$ cat src/rtl/lane_fifo_bank_4x8_pkg.sv
// lane_fifo_bank_4x8_pkg: shared lane/byte widths, default FIFO geometry and per-lane status bundle
package lane_fifo_bank_4x8_pkg;
  localparam int LANES = 4;
  localparam int BYTE_W = 8;
  localparam int DEF_DEPTH = 4;
  localparam int DEF_AF_LEVEL = 3;
  typedef struct packed {
    logic full;
    logic empty;
    logic almost_full;
    logic err_ovf;
    logic err_udf;
  } lane_flags_t;
  function automatic int ptr_w(int depth);
    return $clog2(depth);
  endfunction
endpackage

$ cat src/rtl/lane_fifo_8.sv
// lane_fifo_8: single-lane byte FIFO with registered pop output and flags; LANE_ERR_EN adds sticky ovf/udf errors
module lane_fifo_8
  import lane_fifo_bank_4x8_pkg::*;
#(
  parameter int DEPTH = DEF_DEPTH,
  parameter int AF_LEVEL = DEF_AF_LEVEL
) (
  input  logic              clk,
  input  logic              reset_L,
  input  logic [BYTE_W-1:0] data_in,
  input  logic              valid_in,
  input  logic              pop,
  output logic [BYTE_W-1:0] data_out,
  output logic              valid_out,
  output lane_flags_t       flags
);
  localparam int PW = ptr_w(DEPTH);
  localparam int CW = PW + 1;
  logic [BYTE_W-1:0] mem [DEPTH];
  logic [PW-1:0] wr_ptr, rd_ptr;
  logic [CW-1:0] count;
  logic pop_acc, push_acc, err_ovf, err_udf;
  assign pop_acc = pop && (count != '0);
  assign push_acc = valid_in && ((count != CW'(DEPTH)) || pop_acc);
  // storage carries no reset; stale contents are unreachable once pointers clear
  always_ff @(posedge clk)
    if (push_acc) mem[wr_ptr] <= data_in;
  // pointers, occupancy and the registered pop output
  always_ff @(posedge clk or negedge reset_L)
    if (!reset_L) begin
      wr_ptr <= '0;
      rd_ptr <= '0;
      count <= '0;
      data_out <= '0;
      valid_out <= 1'b0;
    end else begin
      if (push_acc) wr_ptr <= wr_ptr + PW'(1);
      if (pop_acc) begin
        rd_ptr <= rd_ptr + PW'(1);
        data_out <= mem[rd_ptr];
      end
      valid_out <= pop_acc;
      count <= count + CW'(push_acc) - CW'(pop_acc);
    end
`ifdef LANE_ERR_EN
  // sticky errors: dropped push sets ovf, pop on empty sets udf
  always_ff @(posedge clk or negedge reset_L)
    if (!reset_L) begin
      err_ovf <= 1'b0;
      err_udf <= 1'b0;
    end else begin
      if (valid_in && !push_acc) err_ovf <= 1'b1;
      if (pop && !pop_acc) err_udf <= 1'b1;
    end
`else
  assign err_ovf = 1'b0;
  assign err_udf = 1'b0;
`endif
  assign flags = '{count == CW'(DEPTH), count == '0, count >= CW'(AF_LEVEL), err_ovf, err_udf};
endmodule

$ cat src/rtl/lane_fifo_bank_4x8.sv
// lane_fifo_bank_4x8: four independent byte FIFOs behind the 1x4 demux; LANE_ERR_EN enables sticky error outputs
module lane_fifo_bank_4x8
  import lane_fifo_bank_4x8_pkg::*;
#(
  parameter int DEPTH = DEF_DEPTH,
  parameter int AF_LEVEL = DEF_AF_LEVEL
) (
  input  logic              clk,
  input  logic              reset_L,
  input  logic [BYTE_W-1:0] data_in0,
  input  logic [BYTE_W-1:0] data_in1,
  input  logic [BYTE_W-1:0] data_in2,
  input  logic [BYTE_W-1:0] data_in3,
  input  logic              valid_in0,
  input  logic              valid_in1,
  input  logic              valid_in2,
  input  logic              valid_in3,
  input  logic              pop0,
  input  logic              pop1,
  input  logic              pop2,
  input  logic              pop3,
  output logic [BYTE_W-1:0] data_out0,
  output logic [BYTE_W-1:0] data_out1,
  output logic [BYTE_W-1:0] data_out2,
  output logic [BYTE_W-1:0] data_out3,
  output logic              valid_out0,
  output logic              valid_out1,
  output logic              valid_out2,
  output logic              valid_out3,
  output logic              full0,
  output logic              full1,
  output logic              full2,
  output logic              full3,
  output logic              empty0,
  output logic              empty1,
  output logic              empty2,
  output logic              empty3,
  output logic              almost_full0,
  output logic              almost_full1,
  output logic              almost_full2,
  output logic              almost_full3,
  output logic              err_ovf0,
  output logic              err_ovf1,
  output logic              err_ovf2,
  output logic              err_ovf3,
  output logic              err_udf0,
  output logic              err_udf1,
  output logic              err_udf2,
  output logic              err_udf3
);
  logic [BYTE_W-1:0] din [LANES];
  logic [BYTE_W-1:0] dout [LANES];
  logic vin [LANES];
  logic rd [LANES];
  logic vout [LANES];
  lane_flags_t flg [LANES];
  assign din = '{data_in0, data_in1, data_in2, data_in3};
  assign vin = '{valid_in0, valid_in1, valid_in2, valid_in3};
  assign rd = '{pop0, pop1, pop2, pop3};
  assign {data_out0, valid_out0, full0, empty0, almost_full0, err_ovf0, err_udf0} = {dout[0], vout[0], flg[0]};
  assign {data_out1, valid_out1, full1, empty1, almost_full1, err_ovf1, err_udf1} = {dout[1], vout[1], flg[1]};
  assign {data_out2, valid_out2, full2, empty2, almost_full2, err_ovf2, err_udf2} = {dout[2], vout[2], flg[2]};
  assign {data_out3, valid_out3, full3, empty3, almost_full3, err_ovf3, err_udf3} = {dout[3], vout[3], flg[3]};
  for (genvar i = 0; i < LANES; i++) begin : g_lane
    lane_fifo_8 #(.DEPTH(DEPTH), .AF_LEVEL(AF_LEVEL)) u_fifo (
      .clk(clk),
      .reset_L(reset_L),
      .data_in(din[i]),
      .valid_in(vin[i]),
      .pop(rd[i]),
      .data_out(dout[i]),
      .valid_out(vout[i]),
      .flags(flg[i])
    );
  end
endmodule

$ cat config.mk
export PLATFORM = sky130hd
export DESIGN_NAME = lane_fifo_bank_4x8
export DESIGN_NICKNAME = d
export VERILOG_FILES = /design/src/rtl/lane_fifo_bank_4x8_pkg.sv /design/src/rtl/lane_fifo_8.sv /design/src/rtl/lane_fifo_bank_4x8.sv
export SDC_FILE = /design/constraint.sdc
export NUM_CORES = 1
export LEC_CHECK = 0
export CAP_MARGIN = 30
export CORE_ASPECT_RATIO = 0.5
export CORE_UTILIZATION = 35
export DETAILED_ROUTE_END_ITERATION = 7
export HOLD_SLACK_MARGIN = 0.1
export PLACE_DENSITY = 0.65
export REMOVE_ABC_BUFFERS = 1
export SLEW_MARGIN = 0
export SYNTH_ARGS = -nofsm -noshare
export SYNTH_HDL_FRONTEND = slang
export SYNTH_SLANG_ARGS = --single-unit
$ cat constraint.sdc
create_clock -name clk -period 3.3 [get_ports clk]
set_input_delay 0.66 -clock clk [delete_from_list [all_inputs] [get_ports clk]]
set_output_delay 0.66 -clock clk [all_outputs]
set_load 0.05 [all_outputs]
==> results of run 1 <==
-- per-layer routing --
metal | up-vias | wire length, um | global-route usage
met2 | 46 | 6486 | 0.2019
met5 | - | 13 | 0
met4 | 2 | 165 | 0.05087
met3 | 17 | 441 | 0.03267
li1 | 1852 | - | -
met1 | 1973 | 6105 | 0.1712
-- worst register-to-register path, delay by kind of cell (launching register included) --
kind	cells	cell delay (ps)
AOI/OAI and AO/OA	1	540
DFF	1	480
buffers and inverters	4	280
adders and majority gates	3	930
-- area by class of cell --
cell class / instances / area (um2) / area share
clock buffers: 17 / 425.4 / 0.04438
clock inverters: 15 / 176.4 / 0.01840
inverters: 36 / 145.1 / 0.01514
multi-input cells: 232 / 2112 / 0.2203
flip-flops and latches: 192 / 5445 / 0.5681
well taps: 300 / 375.4 / 0.03916
repair buffers: 90 / 905.9 / 0.09450
-- power by group through the flow --
stage / Clock, mW / Sequential [mW] / Combinational [mW]
after floorplan: 0 / 4.55 / 1.72
after global placement: 0 / 3.99 / 3.41
after detailed placement: 0 / 4.00 / 3.45
after CTS: 2.12 / 3.95 / 3.47
after global routing: 2.22 / 4.06 / 3.70
final: 2.08 / 3.93 / 3.40
-- cells in the final DEF (no fill, tap or decap), types with 8 or more instances in the layout --
master           netlist  routed
xnor2_1               15      15
edfxtp_1             128     128
dfrtp_1               64      64
clkbuf_16              0      17
conb_1                 1       8
mux4_2                32      32
and2_1                16      16
ha_1                  28      28
inv_1                 32      32
nand2_1              101     101
clkdlybuf4s50_1        0      88
-- flip-flops by register name, indices dropped and copies added, names as in the netlist --
register                 flops
g_lane.u_fifo.count         12
g_lane.u_fifo.data_out      32
g_lane.u_fifo.mem          128
g_lane.u_fifo.rd_ptr         8
g_lane.u_fifo.valid_out      4
g_lane.u_fifo.wr_ptr         8
-- through the flow --
step	cell area (um2)	cells	worst slack (ps)	hold slack, ps	power (mW)
2_1_floorplan	7702	460	1062	364.4	6.276
3_3_place_gp	8984	850	719.9	464.7	7.392
3_5_place_dp	8984	850	684.7	463.2	7.451
4_1_cts	9585	882	441.7	293.9	9.545
5_1_grt	9585	882	344.6	330.8	9.976
6_report	9585	882	485.0	291.0	9.404
-- cell families (layout without fill, tap and decap cells) --
family | count (synthesis) | count (layout)
compound gates | 12 | 12
simple gates | 128 | 128
buf+inv | 52 | 158
xor+xnor | 16 | 16
mux | 36 | 36
fa+ha+maj | 32 | 32
flops | 192 | 192
other cells | 1 | 8
-- worst max path at each step --
stage                                                    from                             endpoint  slack (ps)  cells past startpoint
after floorplan           g_lane[0].u_fifo.count[1]$_DFF_PN0_                               empty0        1060                      1
after detailed placement                                 pop1  g_lane[1].u_fifo.count[2]$_DFF_PN0_         680                      8
after global routing      g_lane[2].u_fifo.count[1]$_DFF_PN0_                         almost_full2         340                      4
after global placement                                   pop1  g_lane[1].u_fifo.count[2]$_DFF_PN0_         720                      8
final                     g_lane[2].u_fifo.count[1]$_DFF_PN0_                         almost_full2         480                      4
after CTS                 g_lane[2].u_fifo.count[1]$_DFF_PN0_                         almost_full2         440                      4
==> flow_metrics.py, run 1 <==
metrics = {
    "routing": {
        "drt_iter0_markers": 218,
        "routed_wl_mm": 13.21,
        "drc": 0,
        "ant_nets": 0,
        "dr.pass1.iters": 5,
        "wire_per_inst_um": 14.98,
        "vias": 3890,
        "avgViaCountPerCell": 4.410,
    },
    "synthesis": {
        "synth.most_common_cell": "edfxtp_1",
        "synth_area_leaders": "edfxtp_1 (49%), dfrtp_1 (21%), mux4_2 (9.3%)",
        "yosys_warnings": 0,
        "netlist_instances": 469,
        "synth-edff-count": 128,
        "yosysUniqueCellTypes": 24,
        "synth_compound_area_frac": 0.02125,
        "synth_common_cells": "edfxtp_1 (128), nand2_1 (101), dfrtp_1 (64), inv_1 (32), mux4_2 (32)",
        "synth_area_per_cell_um2": 16.57,
        "synth_area_um2": 7771,
        "ys_ff_latch": 192,
        "yosys.area_share.simple": 0.07471,
        "synth_top_area_share": 0.4946,
        "synth_top_family_by_area": "multiplexers",
        "yosys.area.top_type": "edfxtp_1",
        "ys_seq_area_frac": 0.7007,
        "synthFlopType": "edfxtp_1",
        "yosys.area_share.xor_xnor": 0.01803,
        "synthMuxAreaShare": 0.09853,
        "synthAdderAreaFrac": 0.05539,
        "synth-async-reset-ratio": 0.3333,
    },
    "finish": {
        "fillCellCount": 1889,
        "diodes": 0,
        "areaGrowthSynthToFinish_pct": 23.35,
        "utilization": 0.4411,
        "final_nets": 643,
        "drive_above_1_share": 0.1443,
    },
    "clock_network": {
        "cts.sinks": 192,
        "clockRootBuffer": "clkbuf_16",
        "h-tree-depth": 4,
        "cts_tree": "done",
        "worstSkewPairLatency_ps": 430,
        "cts_setup_buffers": 0,
        "clock_path_buffers": 2,
        "cts-buffers-inserted": 17,
        "cts_resized": 0,
        "ctsHoldBuffers": 0,
        "clk_pin_slew_ps": 70,
    },
    "power": {
        "p_sw_frac": 0.3775,
        "power_frac_comb": 0.362,
        "p_clk_frac": 0.221,
        "internal_power_mw": 5.854,
        "p_leak_nw": 3.699,
        "seqPwrFrac": 0.417,
        "netSwitchingPower_mw": 3.550,
        "irDropWorstVdd_uv": 411.0,
        "power_density_nw_per_um2": 981.0,
    },
    "setup_path": {
        "required_ps": 2640,
        "end_kind": "output pin",
        "reg2reg_slack_ps": 980,
        "critPathTopFamily": "buffers and inverters",
        "r2r_cells": 8,
        "cpMaxStageDelayCell": "clkdlybuf4s50_1",
        "cp.arrival_ps": 2160,
        "worst-path-buf-inv": 1,
        "path_cells": "ha_1 -> o21ai_0 -> nand2_1 -> clkdlybuf4s50_1",
        "crit_type": "reg2out",
        "worst_setup_path_start_kind": "register",
        "crit-reg2reg-capture": "g_lane[0].u_fifo.count[1]$_DFF_PN0_",
        "reg2reg_from": "g_lane[0].u_fifo.count[1]$_DFF_PN0_",
        "crit_path_max_incr_delay_ps": 800,
        "path_max_fanout": 6,
    },
    "grt": {
        "grt_pass1_wl_mm": 21.73,
        "grt_max_degree": 36,
        "grt_usage": 0.1285,
        "grt_overflow_total": 0,
        "antenna_found_initial": 1,
        "grt_pass1_vias": 4066,
    },
    "placement": {
        "gp_congestion": 0.7288,
        "place.port_buffers": 89,
        "hpwl_mm": 9.442,
    },
    "sta": {
        "rsz0062_at_grt": "false",
        "tns_ps": 0,
        "fin_crit_sh": 0.8530,
        "finalClockSkew_ps": 7.498,
        "finalHoldViolations": 0,
        "slew_headroom": 0.5063,
        "min_period_ps": 2815,
        "max_freq_ghz": 0.3552,
        "tightestPinTransition_ps": 740.6,
        "setup-violations-final": 0,
        "final_max_slew_viol_count": 0,
    },
    "flow_run": {
        "cap_violations": 0,
    },
    "die": {
        "start_util": 0.3577,
        "die_h_um": 107.4,
        "die_x_um": 212.7,
        "ioPinCount": 98,
        "core_area_um2": 21730,
        "dieArea_um2": 22840,
        "rows": 38,
    },
    "min_path": {
        "hp-class": "in2async",
    },
    "status": {
        "status": "finished, final reports clean",
    },
}
(Power assumes the default switching activity.)
==> run 2: changes to the inputs <==
SLEW_MARGIN = unset   (was 0)
==> results of run 2 <==
No change in the layout: final DEF, timing and power equal those of run 1.
==> run 3: changes to the inputs <==
CELL_PAD_IN_SITES_DETAIL_PLACEMENT = 1   (was unset)
CELL_PAD_IN_SITES_GLOBAL_PLACEMENT = 1   (was unset)
PLACE_DENSITY = 0.72   (was 0.65)
==> run 3 against run 2 <==
  * Global-route usage rose by 0.79 points
  * Sequential power barely moved
  * Hold slack got worse by 180 ps
  * Via count rose by 1.3%
  * Routed wire length rose by 10%
  * Sequential share of layout area rose by 0.13 points
  * Critical path depth did not move
  * Register-to-register slack barely moved
  * Fmax rose by 0.80%
  * Critical endpoint unchanged
  * Largest cell class unchanged
  * Largest power group unchanged
  * Highest routed layer is now met4
==> flow_metrics.py, run 3 (synthesis gave the netlist of run 1 again) <==
metrics = {
    "die": {
        "start_util": 0.3577,
        "core_area_um2": 21730,
        "rows": 38,
        "die_h_um": 107.4,
        "die_x_um": 212.7,
        "ioPinCount": 98,
        "dieArea_um2": 22840,
    },
    "routing": {
        "ant_nets": 0,
        "drc": 0,
        "dr.pass1.iters": 4,
        "vias": 3941,
        "drt_iter0_markers": 205,
        "routed_wl_mm": 14.59,
        "wire_per_inst_um": 16.52,
        "avgViaCountPerCell": 4.463,
    },
    "finish": {
        "drive_above_1_share": 0.1475,
        "reg.largest.list": "g_lane.u_fifo.mem: 128 flops, g_lane.u_fifo.data_out: 32 flops, g_lane.u_fifo.count: 12 flops",
        "largest_reg_flops": 128,
        "areaGrowthSynthToFinish_pct": 23.06,
        "final_cell_area_um2": 9563,
        "final_cell_mix": "edfxtp_1 (128), nand2_1 (101), clkdlybuf4s50_1 (88)",
        "diodes": 0,
        "top_register": "g_lane.u_fifo.mem",
        "final_common_cell": "edfxtp_1",
        "final_nets": 644,
    },
    "clock_network": {
        "cts_setup_buffers": 0,
        "ctsHoldBuffers": 0,
        "h-tree-depth": 4,
        "cts.sinks": 192,
        "clock_path_buffers": 2,
        "clk_pin_slew_ps": 80,
        "cts_resized": 0,
        "worstSkewPairLatency_ps": 430,
        "cts-buffers-inserted": 17,
        "cts_tree": "done",
        "clockRootBuffer": "clkbuf_16",
    },
    "placement": {
        "place_area_um2": 8979,
        "gp_congestion": 0.7344,
        "hpwl_mm": 10.20,
        "place.port_buffers": 89,
    },
    "sta": {
        "fin_crit_sh": 0.8462,
        "final_max_slew_viol_count": 0,
        "tns_ps": 0,
        "slew_headroom": 0.5436,
        "min_period_ps": 2793,
        "setup-violations-final": 0,
        "max_freq_ghz": 0.3581,
        "finalClockSkew_ps": 13.04,
        "tightestPinTransition_ps": 684.6,
        "rsz0062_at_grt": "false",
        "finalHoldViolations": 0,
    },
    "setup_path": {
        "required_ps": 2640,
        "reg2reg_slack_ps": 970,
        "cp.arrival_ps": 2130,
        "cp-endpoint": "almost_full2",
        "reg2reg_from": "g_lane[1].u_fifo.count[1]$_DFF_PN0_",
        "crit-reg2reg-capture": "g_lane[1].u_fifo.count[2]$_DFF_PN0_",
        "crit_type": "reg2out",
        "path_max_fanout": 6,
        "r2r_cells": 7,
        "worstSetupStartpoint": "g_lane[2].u_fifo.count[1]$_DFF_PN0_",
        "worst_setup_path_start_kind": "register",
        "end_kind": "output pin",
    },
    "power": {
        "p_leak_nw": 3.700,
        "power_density_nw_per_um2": 987.4,
        "irDropWorstVdd_uv": 332.3,
    },
    "grt": {
        "antenna_found_initial": 0,
        "grt_usage": 0.1363,
        "grt_pass1_wl_mm": 23.22,
        "grt_max_degree": 33,
        "grt_overflow_total": 0,
        "grt_pass1_vias": 4287,
    },
    "min_path": {
        "hp-class": "in2async",
    },
    "status": {
        "status": "finished, final reports clean",
    },
    "flow_run": {
        "cap_violations": 0,
    },
}
==> run 3: final cells by class <==
| class | instances | area, um2 |
|---|---|---|
| inverters | 36 | 145.1 |
| flip-flops and latches | 192 | 5445 |
| clock buffers | 18 | 439.2 |
| repair buffers | 91 | 900.9 |
| multi-input cells | 232 | 2112 |
| well taps | 300 | 375.4 |
| fillers | 2132 | 12170 |
| clock inverters | 14 | 145.1 |
==> run 3: power by group <==
part	leakage [nW]	switching [mW]	total, mW	internal [mW]
Sequential	1.94	0.637	3.95	3.31
Clock	0.290	0.954	2.05	1.09
Combinational	1.47	2.05	3.45	1.40
Total	3.70	3.64	9.44	5.80
==> run 3: routing by layer <==
layer	vias up	routed length, um	track usage
li1	1854	-	-
met4	0	107	0.04008
met1	2040	6751	0.1758
met3	7	430	0.03646
met5	-	0	0
met2	40	7301	0.2262
==> run 3: metrics by stage <==
step	worst slack (ps)	utilization	cells	hold slack, ps	total power [mW]
after global placement	714.0	0.4132	851	465.2	7.406
after global routing	392.6	0.4401	883	110.8	9.973
final	507.4	0.4401	883	111.9	9.443
after CTS	445.7	0.4401	883	100.7	9.592
after detailed placement	647.1	0.4132	851	466.4	7.512
after floorplan	1062	-	460	364.4	6.276
==> run 3: worst min path at each step <==
| stage | from | to | slack, ps |
|---|---|---|---|
| 2_1_floorplan | reset_L | g_lane[0].u_fifo.count[0]$_DFF_PN0_ | 360 |
| 3_3_place_gp | g_lane[2].u_fifo.data_out[2]$_DFFE_PN0P_ | g_lane[2].u_fifo.data_out[2]$_DFFE_PN0P_ | 470 |
| 3_5_place_dp | g_lane[0].u_fifo.data_out[4]$_DFFE_PN0P_ | g_lane[0].u_fifo.data_out[4]$_DFFE_PN0P_ | 470 |
| 4_1_cts | reset_L | g_lane[1].u_fifo.data_out[5]$_DFFE_PN0P_ | 100 |
| 5_1_grt | reset_L | g_lane[1].u_fifo.data_out[6]$_DFFE_PN0P_ | 110 |
| 6_report | reset_L | g_lane[1].u_fifo.data_out[5]$_DFFE_PN0P_ | 110 |
==> run 3: critical path, stage by stage (launching register included) <==
cell and delay, ps:
dfrtp_1 540, ha_1 200, o21ai_0 80, nand2_1 90, clkdlybuf4s50_1 800
